<file path="src/rtl/alu_pkg.sv">
// Shared definitions for the ALU and its two-client arbiter: opcodes, FSM encoding, width default.
package alu_pkg;

    localparam int unsigned DATA_W_DEFAULT = 8;

    localparam logic [2:0] OP_ADD  = 3'b000;
    localparam logic [2:0] OP_SUB  = 3'b001;
    localparam logic [2:0] OP_AND  = 3'b010;
    localparam logic [2:0] OP_OR   = 3'b011;
    localparam logic [2:0] OP_XOR  = 3'b100;
    localparam logic [2:0] OP_NOTA = 3'b101;

    typedef enum logic [1:0] {
        StIdle = 2'd0,
        StExec = 2'd1,
        StResp = 2'd2
    } state_e;

    // Opcodes 110 and 111 have no operation behind them.
    function automatic logic op_is_illegal(logic [2:0] sel);
        return sel > OP_NOTA;
    endfunction

endpackage

</file>
<file path="src/rtl/alu_arbiter_if.sv">
// Client request channels and response channel of the shared-ALU arbiter.
interface alu_arbiter_if
    import alu_pkg::*;
#(
    parameter int unsigned DATA_W = DATA_W_DEFAULT
);
    logic              req0_valid;
    logic              req0_ready;
    logic [DATA_W-1:0] req0_a;
    logic [DATA_W-1:0] req0_b;
    logic [2:0]        req0_sel;

    logic              req1_valid;
    logic              req1_ready;
    logic [DATA_W-1:0] req1_a;
    logic [DATA_W-1:0] req1_b;
    logic [2:0]        req1_sel;

    logic              rsp_valid;
    logic              rsp_ready;
    logic              rsp_id;
    logic [DATA_W-1:0] rsp_result;
    logic              rsp_carry;
    logic              rsp_err;
    logic              busy;

    modport slave (
        input  req0_valid, req0_a, req0_b, req0_sel,
        input  req1_valid, req1_a, req1_b, req1_sel,
        input  rsp_ready,
        output req0_ready, req1_ready,
        output rsp_valid, rsp_id, rsp_result, rsp_carry, rsp_err, busy
    );

    modport master (
        output req0_valid, req0_a, req0_b, req0_sel,
        output req1_valid, req1_a, req1_b, req1_sel,
        output rsp_ready,
        input  req0_ready, req1_ready,
        input  rsp_valid, rsp_id, rsp_result, rsp_carry, rsp_err, busy
    );
endinterface

</file>
<file path="src/rtl/alu.sv">
// Combinational 6-operation ALU. SUB reports a borrow (a < b) on carry_out; illegal opcodes give 0.
module alu
    import alu_pkg::*;
#(
    parameter int unsigned DATA_W = DATA_W_DEFAULT
) (
    input  logic [DATA_W-1:0] a,
    input  logic [DATA_W-1:0] b,
    input  logic [2:0]        sel,
    output logic [DATA_W-1:0] result,
    output logic              carry_out
);
    logic [DATA_W:0] wide;

    always_comb begin
        wide      = '0;
        result    = '0;
        carry_out = 1'b0;
        case (sel)
            OP_ADD: begin
                wide      = {1'b0, a} + {1'b0, b};
                result    = wide[DATA_W-1:0];
                carry_out = wide[DATA_W];
            end
            OP_SUB: begin
                wide      = {1'b0, a} - {1'b0, b};
                result    = wide[DATA_W-1:0];
                carry_out = wide[DATA_W];
            end
            OP_AND:  result = a & b;
            OP_OR:   result = a | b;
            OP_XOR:  result = a ^ b;
            OP_NOTA: result = ~a;
            default: ;
        endcase
    end
endmodule

</file>
<file path="src/rtl/alu_arbiter.sv">
// Round-robin arbiter sharing one ALU between two clients: IDLE grants, EXEC computes, RESP returns.
module alu_arbiter
    import alu_pkg::*;
#(
    parameter int unsigned DATA_W = DATA_W_DEFAULT
) (
    input  logic          clk,
    input  logic          rst_n,
    alu_arbiter_if.slave  bus
);
    state_e            state_q, state_d;
    logic              rr_q;
    logic [DATA_W-1:0] a_q, b_q;
    logic [2:0]        sel_q;
    logic              id_q;

    logic [DATA_W-1:0] rsp_result_q;
    logic              rsp_carry_q, rsp_err_q, rsp_id_q;

    logic              any_valid, grant_id, accept;
    logic [DATA_W-1:0] grant_a, grant_b;
    logic [2:0]        grant_sel;
    logic [DATA_W-1:0] alu_result;
    logic              alu_carry;

    always_comb begin
        any_valid = bus.req0_valid | bus.req1_valid;
        // Tie goes to the round-robin pointer; a lone requester always wins.
        grant_id  = (bus.req0_valid && bus.req1_valid) ? rr_q : bus.req1_valid;
        accept    = rst_n && (state_q == StIdle) && any_valid;
        grant_a   = grant_id ? bus.req1_a   : bus.req0_a;
        grant_b   = grant_id ? bus.req1_b   : bus.req0_b;
        grant_sel = grant_id ? bus.req1_sel : bus.req0_sel;
    end

    assign bus.req0_ready = accept && !grant_id;
    assign bus.req1_ready = accept &&  grant_id;

    always_comb begin
        state_d = state_q;
        unique case (state_q)
            StIdle:  if (any_valid) state_d = StExec;
            StExec:  state_d = StResp;
            StResp:  if (bus.rsp_ready) state_d = StIdle;
            default: state_d = StIdle;
        endcase
    end

    // Operands reach the ALU only through the latched registers.
    alu #(
        .DATA_W (DATA_W)
    ) u_alu (
        .a         (a_q),
        .b         (b_q),
        .sel       (sel_q),
        .result    (alu_result),
        .carry_out (alu_carry)
    );

    always_ff @(posedge clk) begin
        if (!rst_n) begin
            state_q      <= StIdle;
            rr_q         <= 1'b0;
            a_q          <= '0;
            b_q          <= '0;
            sel_q        <= '0;
            id_q         <= 1'b0;
            rsp_result_q <= '0;
            rsp_carry_q  <= 1'b0;
            rsp_err_q    <= 1'b0;
            rsp_id_q     <= 1'b0;
        end else begin
            state_q <= state_d;
            if (accept) begin
                a_q   <= grant_a;
                b_q   <= grant_b;
                sel_q <= grant_sel;
                id_q  <= grant_id;
                rr_q  <= ~grant_id;
            end
            if (state_q == StExec) begin
                rsp_result_q <= op_is_illegal(sel_q) ? '0 : alu_result;
                rsp_carry_q  <= op_is_illegal(sel_q) ? 1'b0 : alu_carry;
                rsp_err_q    <= op_is_illegal(sel_q);
                rsp_id_q     <= id_q;
            end
        end
    end

    assign bus.rsp_valid  = (state_q == StResp);
    assign bus.busy       = (state_q != StIdle);
    assign bus.rsp_id     = rsp_id_q;
    assign bus.rsp_result = rsp_result_q;
    assign bus.rsp_carry  = rsp_carry_q;
    assign bus.rsp_err    = rsp_err_q;
endmodule

</file>
<file path="src/flat_wrapper.sv">
// flat-port wrapper written by rule: the top's interface ports become plain ports
module alu_arbiter_flat import alu_pkg::*;
#(
    parameter int unsigned DATA_W = DATA_W_DEFAULT
)
  (clk, rst_n, bus_req0_valid, bus_req0_a, bus_req0_b, bus_req0_sel, bus_req1_valid, bus_req1_a, bus_req1_b, bus_req1_sel, bus_rsp_ready, bus_req0_ready, bus_req1_ready, bus_rsp_valid, bus_rsp_id, bus_rsp_result, bus_rsp_carry, bus_rsp_err, bus_busy);
  alu_arbiter_if #(.DATA_W(DATA_W)) bus_i ();
  input  logic clk;
  input  logic rst_n;
  input wire logic [$bits(bus_i.req0_valid)-1:0] bus_req0_valid;
  input wire logic [$bits(bus_i.req0_a)-1:0] bus_req0_a;
  input wire logic [$bits(bus_i.req0_b)-1:0] bus_req0_b;
  input wire logic [$bits(bus_i.req0_sel)-1:0] bus_req0_sel;
  input wire logic [$bits(bus_i.req1_valid)-1:0] bus_req1_valid;
  input wire logic [$bits(bus_i.req1_a)-1:0] bus_req1_a;
  input wire logic [$bits(bus_i.req1_b)-1:0] bus_req1_b;
  input wire logic [$bits(bus_i.req1_sel)-1:0] bus_req1_sel;
  input wire logic [$bits(bus_i.rsp_ready)-1:0] bus_rsp_ready;
  output wire logic [$bits(bus_i.req0_ready)-1:0] bus_req0_ready;
  output wire logic [$bits(bus_i.req1_ready)-1:0] bus_req1_ready;
  output wire logic [$bits(bus_i.rsp_valid)-1:0] bus_rsp_valid;
  output wire logic [$bits(bus_i.rsp_id)-1:0] bus_rsp_id;
  output wire logic [$bits(bus_i.rsp_result)-1:0] bus_rsp_result;
  output wire logic [$bits(bus_i.rsp_carry)-1:0] bus_rsp_carry;
  output wire logic [$bits(bus_i.rsp_err)-1:0] bus_rsp_err;
  output wire logic [$bits(bus_i.busy)-1:0] bus_busy;
  assign bus_i.req0_valid = bus_req0_valid;
  assign bus_i.req0_a = bus_req0_a;
  assign bus_i.req0_b = bus_req0_b;
  assign bus_i.req0_sel = bus_req0_sel;
  assign bus_i.req1_valid = bus_req1_valid;
  assign bus_i.req1_a = bus_req1_a;
  assign bus_i.req1_b = bus_req1_b;
  assign bus_i.req1_sel = bus_req1_sel;
  assign bus_i.rsp_ready = bus_rsp_ready;
  assign bus_req0_ready = bus_i.req0_ready;
  assign bus_req1_ready = bus_i.req1_ready;
  assign bus_rsp_valid = bus_i.rsp_valid;
  assign bus_rsp_id = bus_i.rsp_id;
  assign bus_rsp_result = bus_i.rsp_result;
  assign bus_rsp_carry = bus_i.rsp_carry;
  assign bus_rsp_err = bus_i.rsp_err;
  assign bus_busy = bus_i.busy;
  alu_arbiter #(.DATA_W(DATA_W)) u_core (.clk(clk), .rst_n(rst_n), .bus(bus_i));
endmodule
</file>
<file path="config.mk">
export PLATFORM = sky130hd
export DESIGN_NAME = alu_arbiter_flat
export DESIGN_NICKNAME = d
export VERILOG_FILES = /design/src/rtl/alu_pkg.sv /design/src/rtl/alu_arbiter_if.sv /design/src/rtl/alu.sv /design/src/rtl/alu_arbiter.sv /design/src/flat_wrapper.sv
export SDC_FILE = /design/constraint.sdc
export NUM_CORES = 1
export LEC_CHECK = 0
export ABC_AREA = 1
export ABC_CLOCK_PERIOD_IN_PS = 2500
export CAP_MARGIN = 20
export CORE_MARGIN = 10
export CORE_UTILIZATION = 45
export DETAILED_ROUTE_END_ITERATION = 6
export DONT_BUFFER_PORTS = 1
export MAX_ROUTING_LAYER = met4
export SETUP_SLACK_MARGIN = 0.4
export SYNTH_ARGS = -nofsm -noshare
export SYNTH_HDL_FRONTEND = slang
export SYNTH_HIERARCHICAL = 1
export SYNTH_SLANG_ARGS = --single-unit
</file>
<file path="constraint.sdc">
create_clock -name clk -period 2.5 [get_ports clk]
set_clock_uncertainty 0.15 [all_clocks]
set_input_delay 0.75 -clock clk [delete_from_list [all_inputs] [get_ports clk]]
set_output_delay 0.75 -clock clk [all_outputs]
set_load 0.05 [all_outputs]
</file>
Yosys cells after proc, flatten, opt, wreduce, memory -nomap -nowiden

Index checks and enable logic that the tools add are counted.

Register bits after elaboration: 34
Word-level logic and storage cells: 49

$add $sub $neg: 2
Order comparisons: 1
Equal/unequal tests: 9
Multiplexer cells: 11
Bitwise operators: 6
Reductions and logical operators: 10

Operators by type and width:

| operator                                      | count |
|---|---|
| case mux 8 bit (6 select lines)               | 1 |
| 2-to-1 mux 8 bit                              | 3 |
| adder 8 x 8 -> 9 bit                          | 1 |
| subtractor 8 x 8 -> 9 bit                     | 1 |
| AND 8 bit                                     | 1 |
| inverter 8 bit                                | 1 |
| bitwise OR 8 bit                              | 1 |
| XOR 8 bit                                     | 1 |
| == test 3 x 2 -> 1 bit, second input constant | 2 |
| == test 3 bit, second input constant          | 2 |
| case mux 2 bit (3 select lines)               | 1 |
| logical AND 1 bit                             | 5 |
| 2-to-1 mux 2 bit                              | 2 |
| == test 3 x 1 -> 1 bit, second input constant | 1 |
| > comparator 3 bit, second input constant     | 1 |
| logical NOT 3 bit                             | 1 |
| 2-to-1 mux 3 bit                              | 1 |
| == test 2 x 1 -> 1 bit, second input constant | 1 |
| == test 2 bit, second input constant          | 1 |
| logical NOT 2 bit                             | 1 |
| 2-to-1 mux 1 bit                              | 2 |
| != test 2 x 1 -> 1 bit, second input constant | 1 |
| != test 2 bit, second input constant          | 1 |
| case mux 1 bit (2 select lines)               | 1 |
| other kinds (5)                               | 5 |

Depth between registers and ports, before layout

Gate-level depths: netlist of the first run.

Word-level depth: 4
Mapped depth: 15
Gate-level depth less buffers: 15

Hierarchy

Netlist of the first run, hierarchy kept.

Modules (own cells, without submodules):

| module      | instances | cells each | area an instance (sq um) | sequential area each (sq um) |
|---|---|---|---|---|
| alu_arbiter | 1         | 215        | 1632.8                   | 680.7 |
| alu         | 1         | 204        | 1138.6                   | 0.0 |

Worst setup path after synthesis of the first run

OpenSTA, ideal clock, no wires.

Path kind: input -> output
Start point: input port rst_n
End point: output port bus_req0_ready
Data arrival time: 1.769 ns
Path slack: -0.169 ns
Stages: 5
Cell sequence: inv_2 nor2_4 nand2_2 buf_4 nor2_1

Cells in the longest elaborated chain, start to end: 3

Ends and longest elaborated chain:

| what                            | line               | RTL |
|---|---|---|
| start, declared                 | flat_wrapper.sv:9  | `input logic rst_n;` |
| logical AND 1 bit (2 in series) | alu_arbiter.sv:30  | `accept = rst_n && (state_q == StIdle) && any_valid;` |
| logical AND 1 bit               | alu_arbiter.sv:36  | `assign bus.req0_ready = accept && !grant_id;` |
| end, declared                   | flat_wrapper.sv:19 | `output wire logic [$bits(bus_i.req0_ready)-1:0] bus_req0_ready;` |

Every way passes these cells.

Worst setup path in the final report of the first run

Start point: input port bus_req0_valid
End point: output port bus_req1_ready

Cells in the longest elaborated chain, start to end: 3

Ends and longest elaborated chain:

| what                                                  | line                                 | RTL |
|---|---|---|
| start, declared                                       | flat_wrapper.sv:10                   | `input wire logic [$bits(bus_i.req0_valid)-1:0] bus_req0_valid;` |
| bitwise OR 1 bit or logical AND 1 bit (tied branches) | alu_arbiter.sv:27, alu_arbiter.sv:29 |  |
| logical AND 1 bit or 2-to-1 mux 1 bit (tied branches) | alu_arbiter.sv:30, alu_arbiter.sv:29 |  |
| logical AND 1 bit (*)                                 | alu_arbiter.sv:37                    | `assign bus.req1_ready = accept && grant_id;` |
| end, declared                                         | flat_wrapper.sv:20                   | `output wire logic [$bits(bus_i.req1_ready)-1:0] bus_req1_ready;` |

Mark *: on every way between the ends. The rest lies on a longest branch, timed or not.

==> flow_metrics.py, run 1 <==
metrics = {
    "routing": {
        "drcViolationCount": 0,
        "antenna_left": 0,
        "routed_wl_um": 7749,
        "first_pass_iters": 4,
        "viasPerCell": 5.202,
        "wl_per_cell_um": 15.34,
        "drt_iter0_drc": 117,
        "vias": 2627,
    },
    "layout": {
        "fin_util_pct": 53.09,
        "fin_cells": 505,
        "n_fill_cell": 612,
        "area_growth_pct": 14.09,
        "drive_gt1_share_pct": 26.28,
        "num_antenna_cells": 0,
        "finalNetCount": 499,
    },
    "global_routing": {
        "grt_overflow": 0,
        "antenna_found_initial": 0,
        "grt_max_degree": 31,
        "grt_usage_pct": 15.97,
        "grt_pass1_vias": 2698,
        "grt_pass1_wl_um": 12780,
    },
    "hold_path": {
        "hold_depth": 2,
        "min_to": "u_core/b_q[2]",
        "hold_path.class": "reg2reg",
        "hold_start": "u_core/b_q[2]",
    },
    "die": {
        "core_sq_mm": 0.005956,
        "initial_utilization_pct": 46.53,
        "die_w_um": 98.48,
        "num_rows": 28,
        "dieArea_sq_mm": 0.009697,
        "die-height_um": 98.48,
        "pin_count": 58,
    },
    "clock_tree": {
        "path_clk_slew_ps": 70,
        "numCtsBuffers": 5,
        "cts_buffer_depth": 2,
        "cts_sinks": 34,
        "cts_tree": "done",
        "ctsHoldBuffers": 0,
        "cts_root_buf": "clkbuf_8",
        "clk_latency_ps": 290,
        "cts_max_level": 2,
    },
    "critical_path": {
        "worstSetupEndpointType": "primary output",
        "cp.arrival_ps": 1330,
        "cp.required_ps": 1600,
        "rrSetupSlack_ps": 450,
        "start_kind": "input pin",
        "rr_worst_depth": 15,
        "r2r_start": "u_core/a_q[0]",
        "critPathKind": "in2out",
        "r2r-end": "u_core/bus.rsp_carry",
        "worst-path-max-fanout": 3,
    },
    "timing": {
        "slew_headroom_pct": 63.88,
        "rsz0062_at_grt": "true",
        "tns_ps": 0,
        "timing.fmax_mhz": 448.0,
        "finalSetupViolCount": 0,
        "drv_slew": 0,
        "finalCriticalPeriod_ps": 2232,
        "hold_ws_ps": 356.2,
        "period_share_pct": 89.29,
        "finalHoldViolations": 0,
        "tightest_slew_ps": 541.0,
    },
    "power_and_ir_drop": {
        "ir_drop_uv": 320.9,
        "p_leak_nw": 1.427,
        "p_total_mw": 1.631,
        "pwr-share-comb_pct": 33.4,
        "seqPwrFrac_pct": 39.8,
        "p_int_mw": 1.004,
        "switching_share_pct": 38.47,
        "p_per_area_mw_per_mm2": 516.0,
        "switchingPower_uw": 627.7,
        "clock_power_share_pct": 26.8,
    },
    "yosys": {
        "netlist.top_cell.by_area": "dfxtp_1",
        "syn_area_per_cell_sq_um": 6.614,
        "synth_top_area_share_pct": 24.56,
        "syn-num-nets": 489,
        "synthCells": 419,
        "synth_edf_count": 0,
        "ys_seq_elements": 34,
        "synth_area_sq_mm": 0.002771,
        "synth_most_common_cell": "nand2_1",
        "synthTopCellsByCount": "117 x nand2_1, 52 x nand3_1, 49 x inv_1",
        "synth_seq_area_share_pct": 24.56,
        "yosys_most_used_dff": "dfxtp_1",
        "async_flop_share_pct": 0,
        "ys_warn_count": 6,
        "ys_types": 30,
        "yosys-top-cells-area": "dfxtp_1 25%, nand2_1 16%, ha_1 11%, nand3_1 9.4%, inv_1 6.6%",
    },
    "status": {
        "status": "finished, final reports clean",
    },
    "placement": {
        "dp_hpwl_um": 5995,
        "io_buffers": 0,
        "place_inst": 489,
        "gp_congestion": 0.9287,
    },
    "flow_run": {
        "cap_violations": 0,
    },
}
## registers in the layout, indices dropped and copies added, names as in the netlist
signal	cells
u_core/bus.rsp_result	8
u_core/rr_q	1
u_core/a_q	8
u_core/state_q	2
u_core/bus.rsp_carry	1
u_core/id_q	1
u_core/b_q	8
u_core/sel_q	3
u_core/bus.rsp_id	1
u_core/bus.rsp_err	1
## cell usage in the layout (no fill, tap or decap), drive strengths merged, types with 2 or more instances in the layout
cell type / synthesis / routed
and2: 2 / 2
ha: 25 / 25
a21oi: 31 / 31
nand3b: 3 / 3
nand2: 138 / 138
buf: 13 / 18
o21ai: 7 / 7
fa: 2 / 2
inv: 52 / 51
clkinvlp: 0 / 2
a22oi: 9 / 9
nor2: 35 / 35
clkbuf: 2 / 6
dfxtp: 34 / 34
nand3: 52 / 52
o22ai: 8 / 8
clkinv: 1 / 2
## critical path: stages
cell,delay [ps]
nor2_4,100
nor2_4,40
nand2_4,70
clkinv_4,60
nand2_4,60
clkinvlp_4,240
## through the flow
stage	area (sq um)	setup slack, ps
after floorplan	2819	226.5
after global placement	2879	242.5
after detailed placement	2879	225.6
after CTS	3048	256.2
after global routing	3162	220.0
final	3162	267.8
## kinds of logic after synthesis
group / synth area share [%]
AO/OA/AOI/OAI: 14.58
buffers and inverters: 11.24
flip-flops: 24.56
AND/OR/NAND/NOR: 36.89
adder cells (fa/ha/maj): 12.73
## timing repair
item                       CTS  global route
pin swaps                    9            10
setup endpoints to repair    5             8
setup buffers                5             3
gates resized for setup     15            25
## worst max path at each step
stage | from | endpoint | slack (ps) | depth (start not counted)
4_1_cts | bus_req0_valid | bus_req1_ready | 260 | 6
3_5_place_dp | bus_req1_valid | bus_req1_ready | 230 | 6
6_report | bus_req0_valid | bus_req1_ready | 270 | 6
5_1_grt | u_core/a_q[6] | u_core/bus.rsp_result[7] | 220 | 11
2_1_floorplan | bus_req1_valid | bus_req0_ready | 230 | 5
3_3_place_gp | bus_req1_valid | bus_req1_ready | 240 | 6
## power groups by stage
| stage | combinational, mW | sequential (mW) | clock [mW] |
|---|---|---|---|
| 6_report | 0.545 | 0.649 | 0.437 |
| 5_1_grt | 0.616 | 0.656 | 0.472 |
| 4_1_cts | 0.512 | 0.649 | 0.446 |
| 3_5_place_dp | 0.492 | 0.660 | 0 |
| 3_3_place_gp | 0.487 | 0.659 | 0 |
| 2_1_floorplan | 0.407 | 0.650 | 0 |
## area by class of cell
class | instances | area, sq um | area share [%]
timing repair buffer | 18 | 147.6 | 4.670
inverter | 53 | 210.2 | 6.648
multi-input combinational | 317 | 1922 | 60.78
sequential | 34 | 693.2 | 21.92
tap | 75 | 93.84 | 2.968
clock inverter | 2 | 12.51 | 0.3957
clock buffer | 6 | 82.58 | 2.612
## per-layer routing
metal | GRT usage (%) | up-vias | routed length, um
li1 | - | 1365 | -
met1 | 19.08 | 1197 | 3621
met2 | 27.23 | 58 | 3786
met3 | 2.374 | 7 | 246
met4 | 4.300 | 0 | 95
met5 | - | - | 0
Power figures use the tool's default switching activity.
==> run 2, diff against run 1 <==
- CORE_UTILIZATION: 45 -> 64
- PLACE_DENSITY: not set -> 0.8
- SLEW_MARGIN: not set -> 20
==> run 2 against run 1 <==
Effect of this change:
- first-iteration DRC count grew 120%
- highest routed layer unchanged
- critical endpoint unchanged
- sequential share of layout area grew 0.46 points
- clock power shrank 3%
- global-route usage grew 4.5 points
- core utilization grew 23 points
- worst hold slack lost 3.1 ps
- register-to-register slack is essentially flat
- combinational power is essentially flat
- sequential power is essentially flat
==> flow_metrics.py, run 2 (same netlist as run 1, synthesis figures left out) <==
metrics = {
    "critical_path": {
        "start_kind": "input pin",
        "worstSetupEndpointType": "primary output",
        "cp.arrival_ps": 1330,
        "worst-path-max-fanout": 3,
        "critPathKind": "in2out",
        "cp.required_ps": 1600,
    },
    "placement": {
        "place_inst": 462,
        "io_buffers": 0,
        "dp_hpwl_um": 5585,
        "gp_congestion": 0.9045,
    },
    "layout": {
        "final_cell_mix": "111 x nand2_1, 47 x nand3_1, 43 x inv_1",
        "area_growth_pct": 12.55,
        "drive_gt1_share_pct": 26.70,
        "fin_cells": 477,
        "num_antenna_cells": 0,
        "n_fill_cell": 331,
        "fin_util_pct": 76.33,
        "final_common_cell": "nand2_1",
        "finalNetCount": 496,
    },
    "timing": {
        "drv_slew": 0,
        "period_share_pct": 89.32,
        "tns_ps": 0,
        "rsz0062_at_grt": "true",
        "slew_headroom_pct": 64.02,
        "finalCriticalPeriod_ps": 2233,
        "finalHoldViolations": 0,
        "finalSetupViolCount": 0,
        "tightest_slew_ps": 538.9,
        "timing.fmax_mhz": 447.9,
    },
    "global_routing": {
        "grt_pass1_wl_um": 12370,
        "grt_usage_pct": 20.50,
        "antenna_found_initial": 0,
        "grt_pass1_vias": 2706,
        "grt_max_degree": 31,
        "grt_overflow": 0,
    },
    "hold_path": {
        "hold_path.class": "reg2reg",
    },
    "clock_tree": {
        "ctsHoldBuffers": 0,
        "cts_max_level": 2,
        "cts_tree": "done",
        "cts_root_buf": "clkbuf_8",
        "cts_sinks": 34,
        "numCtsBuffers": 5,
        "cts_buffer_depth": 2,
        "clk_latency_ps": 290,
        "path_clk_slew_ps": 60,
    },
    "power_and_ir_drop": {
        "ir_drop_uv": 348.0,
        "p_leak_nw": 1.416,
        "p_per_area_mw_per_mm2": 518.5,
    },
    "routing": {
        "routed_wl_um": 7260,
        "wl_per_cell_um": 15.22,
        "antenna_left": 0,
        "drt_iter0_drc": 254,
        "first_pass_iters": 5,
        "vias": 2714,
        "viasPerCell": 5.690,
        "drcViolationCount": 0,
    },
    "die": {
        "dieArea_sq_mm": 0.007363,
        "pin_count": 58,
        "core_sq_mm": 0.004086,
        "die-height_um": 85.81,
        "initial_utilization_pct": 67.82,
        "die_w_um": 85.81,
        "num_rows": 23,
    },
    "flow_run": {
        "cap_violations": 0,
    },
    "status": {
        "status": "finished, final reports clean",
    },
}
## run 2: cell count changes in the layout (fill, tap and decap cells not counted), moves of 2 or more
cell,change
buf_4,-3
dfxtp_1,-2
nand2_2,-2
nand3_1,-2
nand3_2,+2
## run 2: final cells by class
type / instances / area (sq um) / area share (%)
multi-input cells: 317 / 1928 / 61.81
well taps: 50 / 62.56 / 2.006
clock inverters: 2 / 12.51 / 0.4011
inverters: 53 / 210.2 / 6.739
clock buffers: 6 / 82.58 / 2.647
repair buffers: 15 / 125.1 / 4.011
flip-flops and latches: 34 / 698.2 / 22.38
## run 2: power by group
part	leakage [nW]	internal, mW	switching, mW
combinational	1.09	0.199	0.343
clock	0.0472	0.221	0.202
sequential	0.282	0.579	0.0731
## run 2: metal layers
metal	vias to the layer above	track usage, %	part of all wire, %
li1	1353	-	-
met1	1204	25.63	44
met2	144	33.51	48
met3	13	3.879	7.2
met4	0	4.192	1.3
met5	-	-	0
## run 2: final timing paths
check / startpoint / to / slack [ps] / depth (start not counted)
max: bus_req0_valid / bus_req1_ready / 270 / 6
min: u_core/b_q[2] / u_core/b_q[2] / 350 / 2
max reg2reg: u_core/a_q[0] / u_core/bus.rsp_carry / 440 / 15
min reg2reg: u_core/b_q[2] / u_core/b_q[2] / 350 / 2
## run 2: stage by stage
step | setup slack (ps) | power [mW] | area, sq um | hold WS, ps
final | 267.1 | 1.617 | 3119 | 353.1
after CTS | 257.2 | 1.578 | 2997 | 353.4
after floorplan | 226.5 | 1.057 | 2819 | 290.5
after global routing | 226.2 | 1.725 | 3119 | 361.8
after detailed placement | 224.2 | 1.142 | 2833 | 346.3
after global placement | 241.8 | 1.127 | 2833 | 335.1
## run 2: repair_timing
action,4_1_cts,5_1_grt
setup endpoints to repair,7,9
pin swaps,6,4
resized for setup,11,34
setup buffers,6,1
## run 2: worst max-delay path, cell delays in order
cell	delay [ps]
nor2_4	100
nor2_4	40
nand2_4	70
clkinv_4	60
nand2_4	60
clkinvlp_4	250
